<file path="src/rtl/calc_sequencer_pkg.sv">
// Shared definitions for the BCD calculator controller: key codes, operator
// and display encodings, sequencer states and small decode helpers.
package calc_sequencer_pkg;

   localparam int DEF_MAX_DIGITS  = 4;
   localparam int DEF_ALU_TIMEOUT = 64;

   localparam logic [3:0] KEY_ADD = 4'hA;
   localparam logic [3:0] KEY_SUB = 4'hB;
   localparam logic [3:0] KEY_CLR = 4'hC;
   localparam logic [3:0] KEY_EQ  = 4'hD;

   localparam logic [1:0] OP_NONE = 2'b00;
   localparam logic [1:0] OP_ADD  = 2'b01;
   localparam logic [1:0] OP_SUB  = 2'b10;

   localparam logic [1:0] DISP_ZERO = 2'b00;
   localparam logic [1:0] DISP_OPN1 = 2'b01;
   localparam logic [1:0] DISP_OPN2 = 2'b10;
   localparam logic [1:0] DISP_RES  = 2'b11;

   typedef enum logic [2:0] {
      ST_IDLE    = 3'd0,
      ST_ENTER1  = 3'd1,
      ST_OP_WAIT = 3'd2,
      ST_ENTER2  = 3'd3,
      ST_EXEC    = 3'd4,
      ST_RESULT  = 3'd5,
      ST_ERROR   = 3'd6
   } state_t;

   function automatic logic is_digit(input logic [3:0] k);
      return k <= 4'd9;
   endfunction

   function automatic logic is_op(input logic [3:0] k);
      return (k == KEY_ADD) || (k == KEY_SUB);
   endfunction

   function automatic logic [1:0] op_of_key(input logic [3:0] k);
      return (k == KEY_SUB) ? OP_SUB : OP_ADD;
   endfunction

   function automatic logic [1:0] disp_of(input state_t s);
      logic [1:0] d;
      case (s)
         ST_ENTER1, ST_OP_WAIT: d = DISP_OPN1;
         ST_ENTER2, ST_EXEC:    d = DISP_OPN2;
         ST_RESULT:             d = DISP_RES;
         default:               d = DISP_ZERO;
      endcase
      return d;
   endfunction

endpackage

</file>
<file path="src/rtl/calc_sequencer_timeout.sv">
// ALU watchdog: down-counter loaded on alu_start, stopped by alu_done or
// clear, pulses expired when it runs out without being stopped.
module calc_sequencer_timeout #(
   parameter int TIMEOUT = 64
) (
   input  logic clk,
   input  logic reset,
   input  logic start,
   input  logic clear,
   output logic expired
);

   localparam int CW = (TIMEOUT > 1) ? $clog2(TIMEOUT) : 1;

   logic [CW-1:0] cnt;
   logic          run;

   // Load on start; count down while running; self-stop at terminal count.
   always_ff @(posedge clk or posedge reset) begin
      if (reset) begin
         cnt <= '0;
         run <= 1'b0;
      end else if (start) begin
         cnt <= CW'(TIMEOUT - 1);
         run <= 1'b1;
      end else if (clear) begin
         run <= 1'b0;
      end else if (run) begin
         if (cnt == '0) begin
            run <= 1'b0;
         end else begin
            cnt <= cnt - CW'(1);
         end
      end
   end

   // Terminal-count compare: high for exactly one cycle per expiry.
   assign expired = run && (cnt == '0);

endmodule

</file>
<file path="src/rtl/calc_sequencer.sv">
// Central controller for the 4-digit BCD calculator datapath.
//
// state      | meaning
// -----------+-------------------------------------------------------
// ST_IDLE    | nothing entered, display shows zeros
// ST_ENTER1  | shifting digits into operand1
// ST_OP_WAIT | operator captured, waiting for first operand2 digit
// ST_ENTER2  | shifting digits into operand2
// ST_EXEC    | ALU running; only clear is accepted
// ST_RESULT  | result displayed; op chains, digit starts fresh
// ST_ERROR   | ALU error or timeout; only clear is accepted
module calc_sequencer
   import calc_sequencer_pkg::*;
#(
   parameter int MAX_DIGITS  = DEF_MAX_DIGITS,
   parameter int ALU_TIMEOUT = DEF_ALU_TIMEOUT
) (
   input  logic       clk,
   input  logic       reset,
   input  logic       key_valid,
   input  logic [3:0] key_code,
   input  logic       alu_done,
   input  logic       alu_err,
   output logic       digit_we,
   output logic       digit_sel,
   output logic [3:0] digit_val,
   output logic       opnd_clr,
   output logic       op_we,
   output logic [1:0] op_code,
   output logic       alu_start,
   output logic       res_load,
   output logic [1:0] disp_sel,
   output logic       busy,
   output logic       err
);

   localparam int CNT_W = $clog2(MAX_DIGITS + 1);

   state_t             state, state_n;
   logic [CNT_W-1:0]   cnt, cnt_n;
   logic [1:0]         pend_op, pend_op_n;
   // A digit typed in RESULT is replayed one cycle after the operand clear.
   logic               pdig_v, pdig_v_n;
   logic [3:0]         pdig, pdig_n;

   logic               digit_we_n, digit_sel_n, opnd_clr_n, op_we_n;
   logic               alu_start_n, res_load_n;
   logic [3:0]         digit_val_n;
   logic [1:0]         op_code_n;
   logic               key_clr, key_dig, key_op, key_eq, cnt_room;
   logic               tmr_clr, tmr_exp;

   assign key_clr  = key_valid && (key_code == KEY_CLR);
   assign key_dig  = key_valid && is_digit(key_code);
   assign key_op   = key_valid && is_op(key_code);
   assign key_eq   = key_valid && (key_code == KEY_EQ);
   assign cnt_room = cnt < CNT_W'(MAX_DIGITS);

   calc_sequencer_timeout #(.TIMEOUT(ALU_TIMEOUT)) u_timeout (
      .clk     (clk),
      .reset   (reset),
      .start   (alu_start_n),
      .clear   (tmr_clr),
      .expired (tmr_exp)
   );

   // State, digit count, pending operator/digit and registered outputs.
   always_ff @(posedge clk or posedge reset) begin
      if (reset) begin
         state     <= ST_IDLE;
         cnt       <= '0;
         pend_op   <= OP_NONE;
         pdig_v    <= 1'b0;
         pdig      <= 4'd0;
         digit_we  <= 1'b0;
         digit_sel <= 1'b0;
         digit_val <= 4'd0;
         opnd_clr  <= 1'b0;
         op_we     <= 1'b0;
         op_code   <= OP_NONE;
         alu_start <= 1'b0;
         res_load  <= 1'b0;
         disp_sel  <= DISP_ZERO;
         busy      <= 1'b0;
         err       <= 1'b0;
      end else begin
         state     <= state_n;
         cnt       <= cnt_n;
         pend_op   <= pend_op_n;
         pdig_v    <= pdig_v_n;
         pdig      <= pdig_n;
         digit_we  <= digit_we_n;
         digit_sel <= digit_sel_n;
         digit_val <= digit_val_n;
         opnd_clr  <= opnd_clr_n;
         op_we     <= op_we_n;
         op_code   <= op_code_n;
         alu_start <= alu_start_n;
         res_load  <= res_load_n;
         disp_sel  <= disp_of(state_n);
         busy      <= (state_n == ST_EXEC);
         err       <= (state_n == ST_ERROR);
      end
   end

   // Next-state and next-output decode; clear overrides everything.
   always_comb begin
      state_n     = state;
      cnt_n       = cnt;
      pend_op_n   = pend_op;
      pdig_v_n    = 1'b0;
      pdig_n      = pdig;
      digit_we_n  = 1'b0;
      digit_sel_n = digit_sel;
      digit_val_n = digit_val;
      opnd_clr_n  = 1'b0;
      op_we_n     = 1'b0;
      op_code_n   = op_code;
      alu_start_n = 1'b0;
      res_load_n  = 1'b0;
      tmr_clr     = 1'b0;

      if (key_clr) begin
         state_n    = ST_IDLE;
         opnd_clr_n = 1'b1;
         cnt_n      = '0;
         pend_op_n  = OP_NONE;
         tmr_clr    = 1'b1;
      end else if (pdig_v) begin
         digit_we_n  = 1'b1;
         digit_sel_n = 1'b0;
         digit_val_n = pdig;
         cnt_n       = CNT_W'(1);
      end else begin
         unique case (state)
            ST_IDLE: begin
               if (key_dig && (key_code != 4'd0)) begin
                  digit_we_n  = 1'b1;
                  digit_sel_n = 1'b0;
                  digit_val_n = key_code;
                  cnt_n       = CNT_W'(1);
                  state_n     = ST_ENTER1;
               end else if (key_op) begin
                  op_we_n   = 1'b1;
                  op_code_n = op_of_key(key_code);
                  state_n   = ST_OP_WAIT;
               end
            end
            ST_ENTER1, ST_ENTER2: begin
               if (key_dig) begin
                  if (cnt_room) begin
                     digit_we_n  = 1'b1;
                     digit_sel_n = (state == ST_ENTER2);
                     digit_val_n = key_code;
                     cnt_n       = cnt + CNT_W'(1);
                  end
               end else if (key_op && (state == ST_ENTER1)) begin
                  op_we_n   = 1'b1;
                  op_code_n = op_of_key(key_code);
                  cnt_n     = '0;
                  state_n   = ST_OP_WAIT;
               end else if ((key_op || key_eq) && (state == ST_ENTER2)) begin
                  alu_start_n = 1'b1;
                  pend_op_n   = key_op ? op_of_key(key_code) : OP_NONE;
                  state_n     = ST_EXEC;
               end
            end
            ST_OP_WAIT: begin
               if (key_op) begin
                  op_we_n   = 1'b1;
                  op_code_n = op_of_key(key_code);
               end else if (key_dig) begin
                  digit_we_n  = 1'b1;
                  digit_sel_n = 1'b1;
                  digit_val_n = key_code;
                  cnt_n       = CNT_W'(1);
                  state_n     = ST_ENTER2;
               end
            end
            ST_EXEC: begin
               if (alu_done) begin
                  tmr_clr = 1'b1;
                  if (alu_err) begin
                     state_n = ST_ERROR;
                  end else if (pend_op == OP_NONE) begin
                     state_n = ST_RESULT;
                  end else begin
                     res_load_n = 1'b1;
                     op_we_n    = 1'b1;
                     op_code_n  = pend_op;
                     pend_op_n  = OP_NONE;
                     cnt_n      = '0;
                     state_n    = ST_OP_WAIT;
                  end
               end else if (tmr_exp) begin
                  state_n = ST_ERROR;
               end
            end
            ST_RESULT: begin
               if (key_dig) begin
                  opnd_clr_n = 1'b1;
                  cnt_n      = '0;
                  state_n    = ST_ENTER1;
                  pdig_v_n   = (key_code != 4'd0);
                  pdig_n     = key_code;
               end else if (key_op) begin
                  res_load_n = 1'b1;
                  op_we_n    = 1'b1;
                  op_code_n  = op_of_key(key_code);
                  cnt_n      = '0;
                  state_n    = ST_OP_WAIT;
               end
            end
            ST_ERROR: begin
               state_n = ST_ERROR;
            end
            default: begin
               state_n = ST_IDLE;
            end
         endcase
      end
   end

endmodule
</file>
<file path="config.mk">
export PLATFORM = sky130hd
export DESIGN_NAME = calc_sequencer
export DESIGN_NICKNAME = d
export VERILOG_FILES = /design/src/rtl/calc_sequencer_pkg.sv /design/src/rtl/calc_sequencer_timeout.sv /design/src/rtl/calc_sequencer.sv
export SDC_FILE = /design/constraint.sdc
export NUM_CORES = 1
export LEC_CHECK = 0
export ABC_AREA = 1
export BUFFER_PORTS_ARGS = -buffer_cell sky130_fd_sc_hd__buf_2
export CAP_MARGIN = 30
export CORE_MARGIN = 2
export CORE_UTILIZATION = 57
export DETAILED_ROUTE_END_ITERATION = 10
export PLACE_DENSITY = 0.77
export SLEW_MARGIN = 20
export SYNTH_ARGS = -nofsm -noshare
export SYNTH_HDL_FRONTEND = slang
export SYNTH_HIERARCHICAL = 1
export SYNTH_SLANG_ARGS = --single-unit
</file>
<file path="constraint.sdc">
create_clock -name clk -period 1.95 [get_ports clk]
set_input_delay 0.39 -clock clk [delete_from_list [all_inputs] [get_ports clk]]
set_output_delay 0.39 -clock clk [all_outputs]
set_load 0.02 [all_outputs]
</file>
# --- Word-level counts from Yosys, hierarchy flattened ---
# Cells that the tools add are included.
# Widths: inputs -> output; s select.
word_totals:
  register_bits: 36
  out_inout_bits: 16
  elab_cells: 209
  inputBits: 9
classes:
  order_cmp: 2
  mux: 111
  n_bitwise: 2
  eq_ne: 46
  n_reduce_logical: 28
  add_sub_neg: 2
ops:
  columns: ["operator", "count"]
  rows:
  - ["$mux 3", 27]
  - ["$mux 1", 46]
  - ["$mux 2", 18]
  - ["$ne 3x3->1 const B", 11]
  - ["$mux 4", 6]
  - ["$mux 6", 4]
  - ["$ne 4x4->1 const B", 6]
  - ["$reduce_and 10->1", 2]
  - ["$eq 3x3->1 const B", 6]
  - ["$ne 2x2->1 const B", 9]
  - ["$pmux 3 s6", 1]
  - ["$eq 4x4->1 const B", 4]
  - ["$ne 5x5->1 const B", 3]
  - ["$pmux 3 s5", 1]
  - ["$eq 3x2->1 const B", 4]
  - ["$pmux 4 s3", 1]
  - ["$pmux 2 s5", 1]
  - ["$logic_and 1x1->1", 8]
  - ["$reduce_and 8->1", 1]
  - ["$reduce_bool 4->1", 2]
  - ["$reduce_and 7->1", 1]
  - ["$reduce_bool 7->1", 1]
  - ["$eq 3x1->1 const B", 2]
  - ["$logic_not 6->1", 1]
  - ["20 further kinds", 25]

# --- Logic depth before layout (Yosys ltp) ---
# Gate-level depths: netlist (run 1).
depth:
  depth_word: 14
  mapped_depth: 16
  ltp_nobuf: 16

# --- Modules after synthesis ---
# The synthesis (run 1) kept the hierarchy.
modules_own_cells:
  columns: ["module", "cells_each", "area_each_um2", "n_inst"]
  rows:
  - ["calc_sequencer", 216, 1579.0, 1]
  - ["calc_sequencer_timeout", 54, 446.7, 1]

# --- Worst setup path after synthesis (run 1) ---
# Ideal clock, no wire load.
synth_path:
  path_type: "register to register"
  startpoint: "register u_timeout.cnt[0]"
  endpoint: "register disp_sel[0]"
  arrival_ns: 1.516
  setup_ns: 0.120
  stages_incl_launch_ff: 16
  t_required_ns: 1.830
  path_slack_ns: 0.314
  cell_sequence: "dfrtp_1 > inv_2 > ha_1 > nand3_4 > nor2_1 > inv_1 > nand3_1 > nand2_1 > nand2_1 > nand2_1 > nor2_1 > nand3_1 > a21oi_1 > nand2_1 > nand2_1 > nor2_1"
synth_between:
  elab_chain_len: 10
synth_lines:
  columns: ["item", "line_no", "source"]
  rows:
  - ["from (decl)", "calc_sequencer_timeout.sv:15", "logic [CW-1:0] cnt;"]
  - ["from (signal assigned)", "calc_sequencer_timeout.sv:24", "cnt <= CW'(TIMEOUT - 1);"]
  - ["from (signal assigned)", "calc_sequencer_timeout.sv:32", "cnt <= cnt - CW'(1);"]
  - ["$logic_not 6->1 (*)", "calc_sequencer_timeout.sv:38", "assign expired = run && (cnt == '0);"]
  - ["$logic_and 1x1->1 (*)", "calc_sequencer_timeout.sv:38", null]
  - ["named net tmr_exp", "calc_sequencer.sv:51", "logic tmr_clr, tmr_exp;"]
  - ["$mux 3 (*)", "calc_sequencer.sv:195", "end else if (tmr_exp) begin"]
  - ["$mux 3 (*)", "calc_sequencer.sv:181", "if (alu_done) begin"]
  - ["$pmux 3 s6 (*)", "calc_sequencer.sv:135", "unique case (state)"]
  - ["$mux 3 (*)", "calc_sequencer.sv:129", "end else if (pdig_v) begin"]
  - ["$mux 3 (*)", "calc_sequencer.sv:123", "if (key_clr) begin"]
  - ["$eq 3x3->1 (tied with other cells)", "calc_sequencer_pkg.sv:46", "case (s)"]
  - ["$reduce_or 2->1", "calc_sequencer_pkg.sv:46", null]
  - ["$pmux 2 s3 (*)", "calc_sequencer_pkg.sv:46", null]
  - ["to (signal assigned)", "calc_sequencer.sv:100", "disp_sel <= disp_of(state_n);"]
  - ["to (decl)", "calc_sequencer.sv:32", "output logic [1:0] disp_sel,"]
# Mark *: on every way through the listed nets, which the timed path passes. The rest lies on a longest branch.
# A chain may end at the register's enable or synchronous reset.

# --- Worst setup path in the final report (run 1) ---
layout_path:
  startpoint: "register u_timeout.cnt[0]"
  endpoint: "register disp_sel[0]"
layout_between:
  elab_chain_len: 10
layout_lines:
  columns: ["item", "line_no", "source"]
  rows:
  - ["$logic_not 6->1 (*)", "calc_sequencer_timeout.sv:38", null]
  - ["$logic_and 1x1->1 (*)", "calc_sequencer_timeout.sv:38", null]
  - ["named net tmr_exp", "calc_sequencer.sv:51", null]
  - ["$mux 3 (*)", "calc_sequencer.sv:195", null]
  - ["$mux 3 (*)", "calc_sequencer.sv:181", null]
  - ["$pmux 3 s6 (*)", "calc_sequencer.sv:135", null]
  - ["$mux 3 (*)", "calc_sequencer.sv:129", null]
  - ["$mux 3 (*)", "calc_sequencer.sv:123", null]
  - ["named net state_n[0]", "calc_sequencer.sv:39", "state_t state, state_n;"]
  - ["$eq 3x3->1 (tied with other cells)", "calc_sequencer_pkg.sv:46", null]
  - ["$reduce_or 2->1", "calc_sequencer_pkg.sv:46", null]
  - ["$pmux 2 s3 (*)", "calc_sequencer_pkg.sv:46", null]
# Marked as above.

==> impl.org, run 1 <==
** Synth
- Summed over all instances, the cell type with the most area after synthesis is sky130_fd_sc_hd__dfrtp_1.
- The synthesized design contains 0 enable-type register cells.
- For this run, the number of Yosys warnings is 6.
- Summing the areas of all xor and xnor instances in the mapped netlist gives 0.432% of the synthesized area.
- Combined area of all synthesized cells :: 2030 um^2
- Async set-or-reset flop fraction in the synthesized netlist :: 100%
- Share of cell area taken by muxes after synthesis :: 0.556%
- The synthesized design devotes to its leading area cell type 44.5% of total area.
- Number of distinct standard cells referenced by the synthesized netlist :: 31
- Dominant combinational cell family by area after synthesis :: simple AND/OR/NAND/NOR gates
- Simple-gate portion of the synthesized area :: 36.8%
- Most used flip-flop cell after synthesis :: sky130_fd_sc_hd__dfrtp_1
- Syn_area_per_cell :: 7.50 um^2
- Synthesis produced 270 cells.
- Post-synthesis net count :: 282
- Of the synthesized area, sequential elements account for 44.5%.
- Complex-gate fraction of the synthesized area :: 8.77%
- Adder-Cell Fraction of Synth Area :: 1.85%
- Yosys attributes the largest share of cell area to sky130_fd_sc_hd__dfrtp_1 (44%), sky130_fd_sc_hd__nand2_1 (14%), sky130_fd_sc_hd__nand3_1 (7.2%).
- Counting flops and latches in the post-synthesis netlist gives 36.

** GRT
- GR met3 Demand/Resource :: 5.18%
- GR Util met1 :: 34.7%
- GR peak layer :: met2
- Via count of the first global-routing pass :: 1840
- Global-route wire length before repair :: 8020 um
- Global routing used 39.3% of the available met2 tracks.
- The number of antenna violations at the first check in global routing was 0.
- GRT Util Overall :: 25.4%
- Overall overflow remaining after global route :: 0
- Largest net degree at the start of global routing :: 30

** Routing
- Detailed Route Iter0 Violations :: 153
- The count of nets left with antenna violations once routing finished came out at 0.
- Final wirelength :: 4620 um
- Via count :: 1950
- In the routed layout, each cell is associated on average with a via count of 5.49.
- In the routed design, unresolved DRC markers number 0.
- Wire per inst :: 13.0 um
- The first detailed-routing pass ran for 5 iterations.

** Clocking
- H-tree levels :: 2
- Number of clock buffers inserted by TritonCTS :: 5
- Clk Latency, worst-skew pair :: 0.34 ns
- Total clock sinks :: 36
- The root buffer cell chosen for the clock tree is sky130_fd_sc_hd__clkbuf_4.
- Clk buf depth :: 2
- Clock transition at the registers of the reported paths :: 0.11 ns
- CTS tree :: built

** Timing
- Unrepaired setup endpoints after global routing :: true
- Based on the critical path, the design can be clocked at up to 0.551 GHz.
- At the pin with the least slew margin, the transition time is 0.375 ns.
- Share of the clock period used by the worst path after layout :: 93.2%
- Max Clock Skew :: 0.00910 ns
- Across all hold checks on the routed design, the worst slack comes to 0.349 ns.
- After routing, the total negative slack on setup checks comes to 0 ns.
- The total count of hold-check failures in the final report is 0.
- Setup violations remaining at the end of the flow were counted as 0.
- The final max-slew violation count came to 0.
- The worst path in the final design needs a cycle of 1.82 ns, including I/O delays and setup.
- After layout, the worst setup slack is 0.134 ns.
- Max-slew headroom at the worst pin :: 74.9%

** Cells and area
- Share of post-route cells with drive strength above 1 :: 22.3%
- At the end of the flow, the number of nets in the layout was 321.
- Synthesis-to-finish area growth :: 16.8%
- The finished layout holds 355 standard cells, fillers aside.
- The number of antenna diodes in the final layout is 0.

** Floorplan
- Die outline width :: 63.6 um
- Die outline height :: 63.6 um
- Number of I/O pins :: 25
- In this run the core area contains 21 standard-cell rows.
- The region available for standard cell placement spans 3360 um^2.
- Starting utilization of the core area :: 60.2%
- The die covers 4050 um^2.

** Worst setup path
- At the worst endpoint, the required time is 2.22 ns.
- The worst register-to-register path begins at u_timeout/cnt[0]$_DFFE_PP0P_.
- Cells along the critical path :: inv_2 -> ha_4 -> nand3_4 -> nor2_2 -> inv_1 -> nand3_1 -> nand2_1 -> nand2_1 -> nand2_1 -> nor2_2 -> nand3_2 -> nand2_1 -> nand2_1 -> nand2_1 -> nand2_1 -> nor2_1
- Counting stages on the worst path, the most repeated cell is sky130_fd_sc_hd__nand2_1.
- Category of the critical setup timing path :: flop to flop
- Data arrival time of the critical path :: 2.09 ns
- Slowest cell on the critical path :: sky130_fd_sc_hd__dfrtp_1
- On the worst path, the slowest cell contributes a delay of 0.41 ns.
- Critical Path Sink :: disp_sel[0]$_DFF_PP0_
- The critical path starts at u_timeout/cnt[0]$_DFFE_PP0P_.
- STA classifies the critical path startpoint as a flop.
- Maximum fanout along the worst path :: 5
- For the worst flop-to-flop path, the logic depth is 16.
- The worst setup path is captured at a flop.
- Across all register-to-register paths, the minimum setup slack is 0.13 ns.
- Endpoint of the most critical register-to-register path :: disp_sel[0]$_DFF_PP0_

** Placement
- Worst setup slack after placement :: 0.0795 ns
- GPL Wtd Cong :: 0.967
- Port buffering added 24 buffers.
- Final HPWL DP :: 3350 um
- Post-Place Cells :: 344

** Run
- The tool flagged a number of max-cap violations equal to 0.

** Min path
- The worst hold path belongs to the class input port to flop.

** Power and ir drop
- The analysis attributes to cell leakage a power of 1.27 nW.
- Total chip power :: 3.19 mW
- Maximum ir drop on the vdd rail :: 732 uV
- Total power divided by cell area :: 1350 nW/um^2

** Outcome
- Outcome :: completed
[metal layers]
metal | routed length, um | up-vias | part of all wire (%)
met2 | 2210 | 73 | 48
li1 | - | 961 | -
met3 | 297 | 9 | 6.4
met1 | 2040 | 907 | 44
met4 | 74 | 0 | 1.6
met5 | 0 | - | 0
[state kept, by name, summed over array words and instances (netlist names)]
register / count
op_we: 1
digit_val: 4
cnt: 3
opnd_clr: 1
disp_sel: 2
alu_start: 1
state: 3
res_load: 1
err: 1
op_code: 2
pdig_v: 1
u_timeout/run: 1
pend_op: 2
digit_sel: 1
busy: 1
pdig: 4
digit_we: 1
u_timeout/cnt: 6
[worst max-delay path: cells and delay by family, from the launching register on]
| family | cells | cell delay [ns] |
|---|---|---|
| buf+inv | 2 | 0.17 |
| fa+ha+maj | 1 | 0.15 |
| flops | 1 | 0.41 |
| simple gates | 13 | 1.00 |
[cells in the mapped netlist (3+ instances only)]
cell type and instances:
sky130_fd_sc_hd__nor3_1 4, sky130_fd_sc_hd__o21ai_1 7, sky130_fd_sc_hd__o21ai_0 8, sky130_fd_sc_hd__nor2_1 34, sky130_fd_sc_hd__inv_1 26, sky130_fd_sc_hd__nand4_1 8, sky130_fd_sc_hd__a31oi_1 5, sky130_fd_sc_hd__nor2_2 3
sky130_fd_sc_hd__ha_1 3, sky130_fd_sc_hd__dfrtp_1 36, sky130_fd_sc_hd__a21oi_1 3, sky130_fd_sc_hd__nor2_4 3, sky130_fd_sc_hd__nand3_1 29, sky130_fd_sc_hd__nand2_1 74, sky130_fd_sc_hd__inv_2 7
[metrics by stage]
| step | instance area [um^2] | util [%] |
|---|---|---|
| 6_report | 2370 | 70.3 |
| 5_1_grt | 2370 | 70.3 |
| 4_1_cts | 2320 | 68.9 |
| 3_5_place_dp | 2240 | 66.7 |
| 3_3_place_gp | 2240 | 66.7 |
| 2_1_floorplan | 2030 | - |
[worst min-delay path by stage]
stage	cells after the start	slack, ns	from	endpoint
after floorplan	1	0.19	reset	u_timeout/cnt[0]$_DFFE_PP0P_
after global placement	2	0.34	reset	u_timeout/cnt[0]$_DFFE_PP0P_
after detailed placement	2	0.35	reset	u_timeout/cnt[0]$_DFFE_PP0P_
after CTS	3	0.34	key_code[3]	digit_val[3]$_DFFE_PP0P_
after global routing	3	0.35	key_code[3]	digit_val[3]$_DFFE_PP0P_
final	3	0.35	key_code[3]	digit_val[3]$_DFFE_PP0P_
[power breakdown]
| group | switching (mW) | total (mW) | leakage [nW] | internal [mW] |
|---|---|---|---|---|
| combinational | 0.982 | 1.56 | 0.770 | 0.581 |
| sequential | 0.184 | 1.18 | 0.463 | 0.999 |
| clock | 0.239 | 0.444 | 0.0374 | 0.204 |
[cell families (layout without fill, tap and decap cells)]
| kind of cell | after synthesis | after routing |
|---|---|---|
| flops | 36 | 36 |
| buf+inv | 37 | 76 |
| fa+ha+maj | 3 | 3 |
| mux | 1 | 1 |
| xor+xnor | 1 | 1 |
| compound gates | 30 | 30 |
| simple gates | 162 | 162 |
[area by class of cell]
type,count,area (um^2)
Sequential cell,36,901
Inverter,34,133
Tap cell,46,57.6
Fill cell,298,997
Clock buffer,7,65.1
Multi-Input combinational cell,197,1000
Timing Repair Buffer,35,205
[layout by cell type, fill, tap and decap left out]
cell / instances
sky130_fd_sc_hd__nand3_4: 1
sky130_fd_sc_hd__nand3b_1: 2
sky130_fd_sc_hd__nand2_4: 2
sky130_fd_sc_hd__inv_1: 26
sky130_fd_sc_hd__ha_1: 2
sky130_fd_sc_hd__xor2_1: 1
sky130_fd_sc_hd__nand3_2: 2
sky130_fd_sc_hd__nor2_4: 3
sky130_fd_sc_hd__o21ai_2: 2
sky130_fd_sc_hd__clkbuf_4: 5
sky130_fd_sc_hd__nand2_1: 73
sky130_fd_sc_hd__nor3_1: 4
sky130_fd_sc_hd__nand4_1: 8
sky130_fd_sc_hd__dfrtp_1: 36
sky130_fd_sc_hd__inv_6: 1
sky130_fd_sc_hd__a31oi_1: 5
sky130_fd_sc_hd__clkbuf_8: 2
sky130_fd_sc_hd__nor2_2: 5
sky130_fd_sc_hd__a21oi_1: 3
sky130_fd_sc_hd__o22ai_1: 1
sky130_fd_sc_hd__a22oi_1: 1
sky130_fd_sc_hd__ha_4: 1
sky130_fd_sc_hd__o21ai_1: 7
sky130_fd_sc_hd__a21oi_2: 1
sky130_fd_sc_hd__nand2_2: 2
sky130_fd_sc_hd__nor2_1: 32
sky130_fd_sc_hd__mux2_2: 1
sky130_fd_sc_hd__dlygate4sd3_1: 1
sky130_fd_sc_hd__o21ai_0: 8
sky130_fd_sc_hd__inv_2: 7
sky130_fd_sc_hd__buf_2: 24
sky130_fd_sc_hd__buf_4: 10
sky130_fd_sc_hd__nand3_1: 28
sky130_fd_sc_hd__o2111ai_1: 1
sky130_fd_sc_hd__o31ai_1: 1
[timing repair]
action / in CTS / in global routing
gates resized for setup: 0 / 6
hold buffers: 1 / 0
setup buffers: 0 / 3
endpoints found under the hold margin: 7 / 0
endpoints found under the setup margin: 0 / 7
No activity file was read; power rests on OpenSTA's default activity.
==> run 2: changes to the inputs <==
- ABC_AREA: 1 -> unset
- CORE_UTILIZATION: 57 -> 58
==> run 2 against run 1 <==
Critical path depth shrank 10. Clock skew rose by 0.0012 ns. Die area rose by 1.7%. Register-to-register slack worse by 0.13 ns. Clock-buffer cell count down 2. Setup slack got worse by 0.13 ns. Design area increased by 17%. Critical endpoint is now digit_val[1]$_DFFE_PP0P_. Largest power group unchanged.
==> impl.org, run 2 <==
** Timing
- Unrepaired setup endpoints after global routing :: true
- In the final timing run, aggregate negative setup slack is 0 ns.
- Final Setup Violations :: 0
- Worst Tran Pin Value :: 0.389 ns
- The final max-slew violation count is 0.
- Post-route minimum period :: 1.95 ns
- The total count of hold-check failures in the final report was 0.
- Max-slew headroom at the worst pin :: 73.9%
- Worst hold margin :: 0.404 ns
- After layout, the worst path uses 99.9% of the clock period.
- Across the routed clock network, the largest skew measured is 0.0103 ns.
- Static timing analysis puts the maximum clock frequency at 0.514 GHz.

** Power and ir drop
- Maximum ir drop on the vdd rail :: 909 uV
- Switching component of the power :: 1.38 mW
- Gate power share :: 47.4%
- Clk pwr share :: 20.6%
- LEAKAGE :: 1.35 nW
- The internal portion of the total power is 2.44 mW.
- Power spread over the standard cell area amounts to 1370 nW/um^2.
- Net switching fraction of the power :: 36.2%
- Registers are responsible for 32.0% of the overall power.

** Cells and area
- Largest registers :: u_timeout/cnt x6, digit_val x4, pdig x4
- Final cell area excluding filler cells :: 2780 um^2
- Total inserted antenna cells :: 0
- After filler insertion, the fill cell instance count of the layout stands at 220.
- Leaving out fill and tap cells, the most frequent cell in the layout is sky130_fd_sc_hd__buf_4.
- Commonest cells after routing, fill and taps aside :: sky130_fd_sc_hd__buf_4 (41), sky130_fd_sc_hd__dfrtp_1 (34), sky130_fd_sc_hd__buf_2 (24), sky130_fd_sc_hd__nand2_1 (12), sky130_fd_sc_hd__mux2_2 (12)
- The register with the most flip-flops in the layout has 6 of them.
- Synthesis-to-finish area growth :: 32.4%
- Share of post-route cells with drive strength above 1 :: 42.4%
- Counting flops per register, the top entry is u_timeout/cnt.
- Number of nets at the end of the flow :: 287
- Area of the multi-input gates :: 1160 um^2
- Registers take 903 um^2.

** Clocking
- CTS root buf :: sky130_fd_sc_hd__clkbuf_4
- The clock passes through at most 2 buffers.
- TritonCTS built the clock tree.
- Buffers inserted during clock tree synthesis total 5.
- Counting every sink on the clock net gives 36.
- CTS built an H-tree with a depth of 2.
- Clock transition at the registers of the reported paths :: 0.12 ns
- For the worst-skew pair, the clock arrives at the later sink with an insertion delay of 0.34 ns.

** Worst setup path
- The worst setup path is launched from a flop.
- Along the worst path, the maximum fanout reaches 4.
- The slowest stage of the critical path belongs to the cell sky130_fd_sc_hd__dfrtp_2.
- On the worst path, the slowest cell contributes a delay of 0.46 ns.
- The worst setup path is captured at a flop.
- Endpoint required time on the critical path :: 2.19 ns
- By startpoint and endpoint, the worst setup path is classified as flop to flop.
- The critical path goes through or4_4 -> a21oi_4 -> nor4b_2 -> o31ai_4 -> buf_6 -> mux2_4.
- Grouping stages by cell kind, the critical path spends the most delay in simple AND/OR/NAND/NOR gates.
- For the worst setup path, the data arrival time is 2.19 ns.
- Counting both buffers and inverters, the worst setup path holds a total of 1.

** Synth
- Post-synthesis instance total :: 209
- Proportion of synthesized chip area in sequential cells :: 42.9%
- Syn_area_per_cell :: 10.0 um^2
- In the synthesized netlist the async set-or-reset flop fraction comes to 100%.
- During synthesis, Yosys emitted a total of 6 warnings.
- After synthesis the netlist holds a flip-flop and latch count of 36.
- Largest cells by area after synthesis :: sky130_fd_sc_hd__dfrtp_1 (43%), sky130_fd_sc_hd__mux2_2 (9.1%), sky130_fd_sc_hd__nor2b_1 (2.4%)
- Most numerous cell types in the synthesized netlist :: sky130_fd_sc_hd__dfrtp_1 (36), sky130_fd_sc_hd__mux2_2 (17), sky130_fd_sc_hd__nand2_1 (13)
- Summed over its instances, the top area cell type makes up 42.9% of the synthesized netlist area.
- The synthesized design spends more area on one cell type than any other, namely sky130_fd_sc_hd__dfrtp_1.
- Yosys mapped a number of flops with a built-in enable equal to 0.
- Post-synthesis net count :: 221
- Most used flip-flop cell after synthesis :: sky130_fd_sc_hd__dfrtp_1
- Leading cell type by number of instances after synthesis :: sky130_fd_sc_hd__dfrtp_1
- The mapped netlist covers 2100 um^2.
- Number of distinct standard cells referenced by the synthesized netlist :: 52

** Placement
- Final HPWL DP :: 4030 um
- GPL Wtd Cong :: 0.902
- Port buffering added 24 buffers.
- Cell Area, Placed :: 2590 um^2

** Floorplan
- For this configuration, the core starts out at a cell density of 61.4%.
- The die is 64.1 um wide.
- Measured along the y axis, the die boundary spans 64.1 um.
- Core Rows :: 21
- Number of I/O pins :: 25
- Die ar. :: 4110 um^2
- Placeable core region :: 3420 um^2

** Routing
- For this run, the detailed router's first-pass iteration total came to 4.
- Via count :: 1992
- Number of vias per cell after detailed routing :: 6.19
- Final wirelength :: 5570 um
- Detailed Route Iter0 Violations :: 183
- Final routed DRC violation total :: 0
- In this run the remaining antenna-violating nets after routing total 0.
- Wire per inst :: 17.3 um

** GRT
- The layer flagged by global routing as most heavily used is met2.
- Global routing used 30.0% of the available tracks across all layers.
- Number of antenna violations at the first check in global routing :: 0
- GR met3 Demand/Resource :: 8.27%
- Summed over all layers, the global routing overflow is 0.
- Via count of the first global-routing pass :: 2030
- Global-route wire length before repair :: 9510 um
- Entering global routing, the biggest net connects 30 pins.
- GR Util met1 :: 37.7%
- GR met2 Demand/Resource :: 48.7%

** Run
- Max-cap violations :: 0

** Outcome
- The run finished with clean final reports.

** Min path
- The tightest min-delay check is of the input port to flop type.
==> run 2: cell count changes in the layout (fill, tap and decap cells not counted), moves of 6 or more <==
cell,delta
sky130_fd_sc_hd__inv_2,-6
sky130_fd_sc_hd__nand3_1,-23
sky130_fd_sc_hd__inv_1,-15
sky130_fd_sc_hd__o21ai_1,-6
sky130_fd_sc_hd__nor2_1,-23
sky130_fd_sc_hd__mux2_2,+11
sky130_fd_sc_hd__and3_1,+6
sky130_fd_sc_hd__nand2_1,-61
sky130_fd_sc_hd__buf_4,+31
sky130_fd_sc_hd__nor2b_1,+6
==> run 2: cell families after synthesis <==
kind of cell,share of synthesized area (%)
AOI/OAI and AO/OA,18.8
and+or+nand+nor,20.6
adders and majority gates,1.79
muxes,11.0
buffers and inverters,4.77
DFF,42.9
==> run 2: final timing paths <==
path                                     start                      endpoint  slack (ns)  depth (start not counted)
setup reg to reg            state[1]$_DFF_PP0_      digit_val[1]$_DFFE_PP0P_       0.003                          6
max in group asynchronous                reset            state[1]$_DFF_PP0_        1.00                          4
hold / removal                         alu_err            res_load$_DFF_PP0_        0.40                          4
setup / recovery            state[1]$_DFF_PP0_      digit_val[1]$_DFFE_PP0P_       0.003                          6
min in group asynchronous                reset  u_timeout/cnt[1]$_DFFE_PP0P_        0.52                          3
hold reg to reg            pdig[1]$_DFFE_PP0P_           pdig[1]$_DFFE_PP0P_        0.52                          1
==> run 2: area by class of cell <==
cell class                 count  area share [%]
tap                           46            2.07
clock buffer                   5            1.35
clock inverter                 3            3.24
multi-input combinational    150            41.7
inverter                      12            1.62
timing repair buffer          70            17.5
sequential                    36            32.5
==> run 2: power by group through the flow <==
stage          Sequential [mW]  Clock (mW)  Combinational, mW
6_report                  1.22       0.788               1.81
2_1_floorplan             1.31           0              0.984
4_1_cts                   1.21       0.798               1.72
3_5_place_dp              1.22           0               1.70
3_3_place_gp              1.21           0               1.61
5_1_grt                   1.25       0.827               1.98
==> run 2: stage by stage <==
step / setup slack, ns / std cells / power [mW] / util [%]
global route: -0.0974 / 322 / 4.06 / 81.4
CTS: 0.00634 / 321 / 3.73 / 80.1
floorplan: -0.0435 / 209 / 2.29 / -
global placement: -0.141 / 312 / 2.82 / 75.8
finish: 0.00267 / 322 / 3.82 / 81.4
detailed placement: -0.186 / 312 / 2.92 / 75.8
==> run 2: layer usage <==
metal | routed length, um | vias up
li1 | - | 907
met1 | 2260 | 982
met2 | 2830 | 89
met3 | 364 | 14
met4 | 119 | 0
met5 | 0 | -
==> run 2: what timing repair did <==
item | in CTS | in global routing
gates resized for setup | 2 | 13
hold buffers | 1 | 0
endpoints found under the hold margin | 7 | 0
setup endpoints to repair | 2 | 22
pin swaps | 1 | 3
setup buffers | 0 | 1
==> run 2: worst reg2reg max path, stage by stage (launching register included) <==
cell and delay [ns]:
sky130_fd_sc_hd__dfrtp_2 0.46, sky130_fd_sc_hd__or4_4 0.44, sky130_fd_sc_hd__a21oi_4 0.17, sky130_fd_sc_hd__nor4b_2 0.08, sky130_fd_sc_hd__o31ai_4 0.25, sky130_fd_sc_hd__buf_6 0.16, sky130_fd_sc_hd__mux2_4 0.29
